### config.mk
export PLATFORM = sky130hd
export DESIGN_NAME = muldiv_issue_ctrl_flat
export DESIGN_NICKNAME = d
export VERILOG_FILES = /design/src/rtl/muldiv_issue_ctrl_if.sv /design/src/rtl/muldiv_issue_ctrl.sv /design/src/flat_wrapper.sv
export SDC_FILE = /design/constraint.sdc
export NUM_CORES = 1
export LEC_CHECK = 0
export BUFFER_PORTS_ARGS = -buffer_cell sky130_fd_sc_hd__buf_2
export CAP_MARGIN = 20
export CORE_UTILIZATION = 40
export DETAILED_ROUTE_END_ITERATION = 10
export GPL_ROUTABILITY_DRIVEN = 0
export PLACE_DENSITY_LB_ADDON = 0.12
export SYNTH_ARGS = -nofsm -noshare
export SYNTH_HDL_FRONTEND = slang
export SYNTH_SLANG_ARGS = --single-unit
### constraint.sdc
create_clock -name clk -period 4.37 [get_ports clk]
set_input_delay 0.874 -clock clk [delete_from_list [all_inputs] [get_ports clk]]
set_output_delay 0.874 -clock clk [all_outputs]
set_load 0.005 [all_outputs]
### src/rtl/muldiv_issue_ctrl_if.sv
// Execute-stage request/response and shared mul/div unit handshake.
// master = issue controller, slave = pipeline and unit side.
interface muldiv_issue_ctrl_if #(
  parameter int XLEN = 32
);
  logic            req_valid;
  logic [2:0]      req_op;
  logic [XLEN-1:0] req_rs1;
  logic [XLEN-1:0] req_rs2;
  logic            stall;
  logic            resp_valid;
  logic [XLEN-1:0] resp_data;

  logic              md_valid;
  logic              md_mode;
  logic [XLEN-1:0]   md_a;
  logic [XLEN-1:0]   md_b;
  logic              md_ready;
  logic [2*XLEN-1:0] md_out;

  modport master (
    input  req_valid, req_op, req_rs1, req_rs2,
    output stall, resp_valid, resp_data,
    output md_valid, md_mode, md_a, md_b,
    input  md_ready, md_out
  );

  modport slave (
    output req_valid, req_op, req_rs1, req_rs2,
    input  stall, resp_valid, resp_data,
    input  md_valid, md_mode, md_a, md_b,
    output md_ready, md_out
  );
endinterface

### src/rtl/muldiv_issue_ctrl.sv
// RV32M issue controller: sign handling around an unsigned
// iterative mul/div unit, with local div-by-zero/overflow.
module muldiv_issue_ctrl #(
  parameter int XLEN = 32
) (
  input logic                 clk,
  input logic                 rst,
  muldiv_issue_ctrl_if.master bus
);
  localparam logic [1:0] IDLE  = 2'd0;
  localparam logic [1:0] ISSUE = 2'd1;
  localparam logic [1:0] WAIT  = 2'd2;
  localparam logic [1:0] DONE  = 2'd3;

  localparam logic [2:0] MUL    = 3'b000;
  localparam logic [2:0] MULH   = 3'b001;
  localparam logic [2:0] MULHSU = 3'b010;
  localparam logic [2:0] MULHU  = 3'b011;
  localparam logic [2:0] DIV    = 3'b100;
  localparam logic [2:0] DIVU   = 3'b101;
  localparam logic [2:0] REM    = 3'b110;

  localparam logic [XLEN-1:0] MIN_INT = {1'b1, {(XLEN-1){1'b0}}};

  logic [1:0]      state;
  logic [2:0]      op;
  logic            s1;
  logic            s2;
  logic            mode;
  logic [XLEN-1:0] a_mag;
  logic [XLEN-1:0] b_mag;
  logic [XLEN-1:0] res;

  logic            sgn1;
  logic            sgn2;
  logic            neg1;
  logic            neg2;
  logic [XLEN-1:0] a_in;
  logic [XLEN-1:0] b_in;
  logic            div_zero;
  logic            div_ovf;
  logic [XLEN-1:0] byp_res;

  always_comb begin
    sgn1 = 1'b0;
    sgn2 = 1'b0;
    unique case (bus.req_op)
      MULH, DIV, REM: begin
        sgn1 = 1'b1;
        sgn2 = 1'b1;
      end
      MULHSU: sgn1 = 1'b1;
      default: ;
    endcase
  end

  assign neg1 = sgn1 & bus.req_rs1[XLEN-1];
  assign neg2 = sgn2 & bus.req_rs2[XLEN-1];
  assign a_in = neg1 ? -bus.req_rs1 : bus.req_rs1;
  assign b_in = neg2 ? -bus.req_rs2 : bus.req_rs2;

  assign div_zero = bus.req_op[2] & (bus.req_rs2 == '0);
  assign div_ovf  = bus.req_op[2] & ~bus.req_op[0]
                  & (bus.req_rs1 == MIN_INT)
                  & (bus.req_rs2 == '1);

  always_comb begin
    byp_res = '0;
    if (div_zero)
      byp_res = bus.req_op[1] ? bus.req_rs1 : '1;
    else if (!bus.req_op[1])
      byp_res = MIN_INT;
  end

  // Full 64-bit product is conditionally negated so MUL keeps
  // the untouched low word and high-word ops share one negator.
  logic              prod_neg;
  logic [2*XLEN-1:0] prod;
  logic [XLEN-1:0]   quo;
  logic [XLEN-1:0]   rem;
  logic [XLEN-1:0]   corr;

  always_comb begin
    prod_neg = 1'b0;
    unique case (op)
      MULH:    prod_neg = s1 ^ s2;
      MULHSU:  prod_neg = s1;
      default: ;
    endcase
  end

  assign prod = prod_neg ? -bus.md_out : bus.md_out;
  assign quo  = bus.md_out[XLEN-1:0];
  assign rem  = bus.md_out[2*XLEN-1:XLEN];

  always_comb begin
    corr = '0;
    unique case (op)
      MUL:     corr = prod[XLEN-1:0];
      MULH,
      MULHSU,
      MULHU:   corr = prod[2*XLEN-1:XLEN];
      DIV:     corr = (s1 ^ s2) ? -quo : quo;
      DIVU:    corr = quo;
      REM:     corr = s1 ? -rem : rem;
      default: corr = rem;
    endcase
  end

  always_ff @(posedge clk) begin
    if (rst) begin
      state <= IDLE;
      op    <= '0;
      s1    <= 1'b0;
      s2    <= 1'b0;
      mode  <= 1'b0;
      a_mag <= '0;
      b_mag <= '0;
      res   <= '0;
    end else begin
      unique case (state)
        IDLE: begin
          if (bus.req_valid) begin
            op    <= bus.req_op;
            s1    <= neg1;
            s2    <= neg2;
            mode  <= bus.req_op[2];
            a_mag <= a_in;
            b_mag <= b_in;
            if (div_zero || div_ovf) begin
              res   <= byp_res;
              state <= DONE;
            end else begin
              state <= ISSUE;
            end
          end
        end
        ISSUE: state <= WAIT;
        WAIT: begin
          if (bus.md_ready) begin
            res   <= corr;
            state <= DONE;
          end
        end
        default: state <= IDLE;
      endcase
    end
  end

  assign bus.stall = ((state == IDLE) & bus.req_valid)
                   | (state == ISSUE)
                   | (state == WAIT);
  assign bus.resp_valid = (state == DONE);
  assign bus.resp_data  = res;
  assign bus.md_valid   = (state == ISSUE);
  assign bus.md_mode    = mode;
  assign bus.md_a       = a_mag;
  assign bus.md_b       = b_mag;
endmodule

### src/flat_wrapper.sv
// flat-port wrapper written by rule: the top's interface ports become plain ports
module muldiv_issue_ctrl_flat 
#(
  parameter int XLEN = 32
)
  (clk, rst, bus_req_valid, bus_req_op, bus_req_rs1, bus_req_rs2, bus_stall, bus_resp_valid, bus_resp_data, bus_md_valid, bus_md_mode, bus_md_a, bus_md_b, bus_md_ready, bus_md_out);
  muldiv_issue_ctrl_if #(.XLEN(XLEN)) bus_i ();
  input logic clk;
  input logic rst;
  input wire logic [$bits(bus_i.req_valid)-1:0] bus_req_valid;
  input wire logic [$bits(bus_i.req_op)-1:0] bus_req_op;
  input wire logic [$bits(bus_i.req_rs1)-1:0] bus_req_rs1;
  input wire logic [$bits(bus_i.req_rs2)-1:0] bus_req_rs2;
  output wire logic [$bits(bus_i.stall)-1:0] bus_stall;
  output wire logic [$bits(bus_i.resp_valid)-1:0] bus_resp_valid;
  output wire logic [$bits(bus_i.resp_data)-1:0] bus_resp_data;
  output wire logic [$bits(bus_i.md_valid)-1:0] bus_md_valid;
  output wire logic [$bits(bus_i.md_mode)-1:0] bus_md_mode;
  output wire logic [$bits(bus_i.md_a)-1:0] bus_md_a;
  output wire logic [$bits(bus_i.md_b)-1:0] bus_md_b;
  input wire logic [$bits(bus_i.md_ready)-1:0] bus_md_ready;
  input wire logic [$bits(bus_i.md_out)-1:0] bus_md_out;
  assign bus_i.req_valid = bus_req_valid;
  assign bus_i.req_op = bus_req_op;
  assign bus_i.req_rs1 = bus_req_rs1;
  assign bus_i.req_rs2 = bus_req_rs2;
  assign bus_stall = bus_i.stall;
  assign bus_resp_valid = bus_i.resp_valid;
  assign bus_resp_data = bus_i.resp_data;
  assign bus_md_valid = bus_i.md_valid;
  assign bus_md_mode = bus_i.md_mode;
  assign bus_md_a = bus_i.md_a;
  assign bus_md_b = bus_i.md_b;
  assign bus_i.md_ready = bus_md_ready;
  assign bus_i.md_out = bus_md_out;
  muldiv_issue_ctrl #(.XLEN(XLEN)) u_core (.clk(clk), .rst(rst), .bus(bus_i));
endmodule
Word level (Yosys, flattened, before mapping). Cells that the tools add are included.

Add/sub/neg operators: 5. $mul: 0. Div/mod/pow operators: 0. Order comparisons: 0. Eq/ne operators: 18. Shifts and indexed selects: 0. Muxes and demuxes: 20. Bitwise logic cells: 11. Reduce and logical (&&, ||, !) cells: 11.

Operators with widths (number): $mux W32 (10); $pmux W32 S5 (1); $neg A32 Y32 (4); $eq A32 B32 Y1 const B (2); $mux W64 (1); $neg A64 Y64 (1); $pmux W32 S2 (1); $logic_not A32 Y1 (1); $eq A3 B3 Y1 const B (5); $eq A3 B2 Y1 const B (3); $and A1 B1 Y1 (7); $eq A3 B1 Y1 const B (2); $mux W2 (3); $pmux W2 S3 (1); $reduce_or A3 Y1 (2); $eq A2 B2 Y1 const B (2); $ne A2 B2 Y1 const B (2); $reduce_and A2 Y1 (2); $reduce_and A4 Y1 (1); $reduce_or A4 Y1 (1); $logic_not A3 Y1 (1); $eq A2 B1 Y1 const B (1); $logic_not A2 Y1 (1); $mux W1 (2); 7 further kinds (8).

Register bits: 104. Latch bits: 0. RAM bits: 0. Memory bits (read-only): 0. Input port bits: 135. Output and inout port bits: 100. Word-level logic and storage cells: 73. Memories kept: 0.

Longest topological paths before layout.
Depth after elaboration: 8. Gate-level depth with buffers: 12. Mapped depth without buffers: 10.

Worst setup path before layout. No wires, ideal clock.

Path kind: input -> register. Start: input port bus_req_rs1[12]. End: register u_core.res[6] (netlist: u_core.bus.resp_data[6]). Library setup time: 0.131 ns. Data arrival time: 3.542 ns. Data required time: 4.239 ns. Setup slack: 0.697 ns. Stages on the path: 10. Buffers on the path: 2. Cell sequence: or4_4 -> or3_4 -> or4_1 -> buf_2 -> o311a_4 -> nor3_4 -> buf_6 -> o21ai_1 -> a211oi_2 -> nor3_2.

Word-level cells in the longest chain between the ends: 6.

Ends and longest elaborated chain: start: declaration (RTL line flat_wrapper.sv:12) `input wire logic [$bits(bus_i.req_rs1)-1:0] bus_req_rs1;`; $eq A32 B32 Y1 (RTL line muldiv_issue_ctrl.sv:64) `& (bus.req_rs1 == MIN_INT)`; $and A1 B1 Y1 (RTL line muldiv_issue_ctrl.sv:64); $and A1 B1 Y1 (RTL line muldiv_issue_ctrl.sv:65) `& (bus.req_rs2 == '1);`; $logic_or A1 B1 Y1 (RTL line muldiv_issue_ctrl.sv:130) `if (div_zero || div_ovf) begin`; $ne A2 B1 Y1 (no source line); $reduce_and A4 Y1 (no source line); end signal: assignment (RTL line muldiv_issue_ctrl.sv:131) `res <= byp_res;`; end signal: assignment (RTL line muldiv_issue_ctrl.sv:141) `res <= corr;`; end: declaration (RTL line muldiv_issue_ctrl.sv:32) `logic [XLEN-1:0] res;`.

No other way between the ends. A chain may end at the register's enable or synchronous reset.

Worst setup path after layout.
Start: input port bus_req_rs1[12]. End: register u_core.res[25] (netlist: u_core.bus.resp_data[25]).

Same word-level chain as after synthesis.

==> metrics <==
num rows=55; Yosys cell types=77; total congestion overflow=0; Mapped Cells=1294; postcts setup bufs=0; largest net degree at the start of global routing=85; dominant cells by area after synthesis=dfxtp_1, nor2_1, xor2_1, o21ai_0, a211oi_1; Ys Warns=0; commonest non-fill, non-tap cell in the layout=buf_2; filler cell count=2422; busiest grt layer=met2; Top FF cell, synth=dfxtp_1; register area share after synthesis=22.4%; net switching power=2140 uW; final hold vios=0; total track usage=31.3%; antenna violation net count after detailed routing=0; share of Yosys cell area claimed by the top area cell type=22.4%; Post-synth EDFFs=0; Gate power share=52.3%; Startpoint Class=primary input; Nets=1622; pwr/cell area=452 nW/um^2; Ant. Diodes=0; clock insertion delay at the later pin of the skew report=350 ps; Top Ports=235; Leak=0.00418 uW; Worst EP arrival=3980 ps; synthesized area=9190 um^2; drt first-iter violations=1215; clock buffer depth=2; relative slew slack=39.9%; DRT Pass-1 Iters=8; routed len/inst=21.5 um; buffers added on ports=234; global-route track usage on met1=41.5%; crit end category=flip-flop; Async S/R FF share, synth=0%; CTS sink count=103; final setup margin=627 ps; sequential fraction of design power=29.9%; clock power share=17.8%; Syn-to-layout area delta=19.4%; Die Y=154 um; RSZ-0062 raised after global routing=false; post-route clock skew=13.7 ps; met3 usage=6.26%; Post-Route WL=38.0 mm; CTS resizes=0; Max FO, Critical Path=47; Worst Path Class, Setup=in2reg; Vias=11200; hold endpoint=u_core.bus.md_b[27]$_SDFFE_PP0P_; Hold-fix buffers, CTS=0; H-Tree Depth=3; Worst VDD drop=0.000251 V; Worst-Margin Slew=896 ps; cts bufs inserted=9; die width=154 um; flip-flop and latch count after synthesis=103; fin. max-slew vios=0; status=complete, no violations; Clock Pin Slew Worst Setup and Hold Paths=70 ps; Avg Vias per Cell=6.34; syn_area_per_cell=7.10 um^2; Worst Hold Path Cells=2; Period Utilization, post-route=85.7%; minimum clock period=3740 ps; final setup violation count=0; Root Buffer=clkbuf_16; worst r2r path cells=9; Sw Share=43.2%; worst reg-to-reg setup slack=860 ps; syn_nets=1438; hold slack=453 ps; most frequent cells in the layout=buf_2, nor2_1, dfxtp_1; reg-to-reg critical path startpoint=u_core.state[0]$_SDFFE_PP0P_; maxcap violations=0; Crit Reg-Reg Endpoint=u_core.bus.resp_data[28]$_SDFFE_PP0P_; f_max=0.267 GHz; starting density of the core=40.7%; M2 GR Usage=48.2%; biggest area consumer among synthesized cells=dfxtp_1; first-pass GRT wire length=58.2 mm; pre-CTS WS=297 ps; share of layout cells above drive strength 1=21.8%; Int Power=2810 uW; Remaining DRCs=0; Worst Path Required=4610 ps; worst min-delay path class=reg2reg; setup tns final=0 ps; post-DP HPWL=29.1 mm; CTS tree=built; HP Start=u_core.bus.md_b[27]$_SDFFE_PP0P_; vias in the first global route=10000; Die ar.=23600 um^2; CORE AREA=22600 um^2; initial antenna violation count=0
## power by group through the flow
stage	combinational, uW	clock, uW	sequential (uW)
2_1_floorplan	1570	0	1480
3_3_place_gp	2530	0	1490
3_5_place_dp	2550	0	1500
4_1_cts	2560	891	1480
5_1_grt	2840	923	1520
6_report	2590	880	1480
## critical path, stage by stage
cell     delay, ps
buf_2          130
or4_4          540
or3_4          380
or4_1          700
o311a_4        460
nor3_4         200
buf_12         250
o21ai_1        100
a21o_1         160
o221a_1        190
## final cells by class
type	count	area (um^2)	area share [%]
inverter	22	82.6	0.753
sequential	103	2060	18.8
clock buffer	12	246	2.25
multi-input combinational	1060	6610	60.2
timing repair buffer	282	1550	14.1
clock inverter	3	67.6	0.616
tap	285	357	3.25
## synthesized netlist by cell type, drive strengths merged (8+ instances only)
cell type	number
a221oi	8
and3	8
xor2	60
a22oi	9
a21oi	76
nor2	175
or3	32
a311oi	25
nor2b	8
a21o	9
or4	20
clkbuf	96
o21ai	96
o22ai	9
buf	13
ha	9
nand2b	19
o31ai	26
mux2i	16
xnor2	34
a211oi	60
o221ai	11
nor3	51
o41ai	13
nand3	22
nand2	92
nor4	21
dfxtp	103
nand4	18
inv	20
a31oi	31
o211ai	13
## routing by layer
metal / routed length, um / up-vias
li1: - / 5253
met1: 15900 / 5246
met2: 16600 / 589
met3: 3600 / 114
met4: 1930 / 0
met5: 0 / -
## per-stage QoR
stage	cells	utilization, %	power (uW)	cell area (um^2)
2_1_floorplan	1294	-	3050	9190
3_3_place_gp	1752	47.2	4020	10700
3_5_place_dp	1752	47.2	4050	10700
4_1_cts	1767	48.6	4940	11000
5_1_grt	1767	48.6	5290	11000
6_report	1767	48.6	4960	11000
## how the worst max path moves through the flow
stage / startpoint / endpoint / slack [ps] / cells after the start
2_1_floorplan: bus_req_rs1[12] / u_core.bus.resp_data[6]$_SDFFE_PP0P_ / 700 / 10
3_3_place_gp: bus_req_rs1[12] / u_core.bus.resp_data[25]$_SDFFE_PP0P_ / 350 / 10
3_5_place_dp: bus_req_rs1[12] / u_core.bus.resp_data[25]$_SDFFE_PP0P_ / 300 / 10
4_1_cts: bus_req_rs1[12] / u_core.bus.resp_data[25]$_SDFFE_PP0P_ / 660 / 10
5_1_grt: bus_req_rs1[12] / u_core.bus.resp_data[25]$_SDFFE_PP0P_ / 540 / 10
6_report: bus_req_rs1[12] / u_core.bus.resp_data[25]$_SDFFE_PP0P_ / 630 / 10
## cell families after synthesis
group           count (synthesis)  synth area share (%)
mux                            18                  1.99
fa+ha+maj                       9                  1.23
buf+inv                       131                  5.72
compound gates                440                  32.6
flops                         103                  22.4
simple gates                  499                  27.0
xor+xnor                       94                  8.96
## state kept, by name (all words and copies together) (netlist names)
register and flops:
u_core.bus.resp_data 32, u_core.state 2, u_core.op 3, u_core.bus.md_b 32, u_core.s1 1, u_core.bus.md_a 32
u_core.s2 1
(Power assumes the default switching activity.)
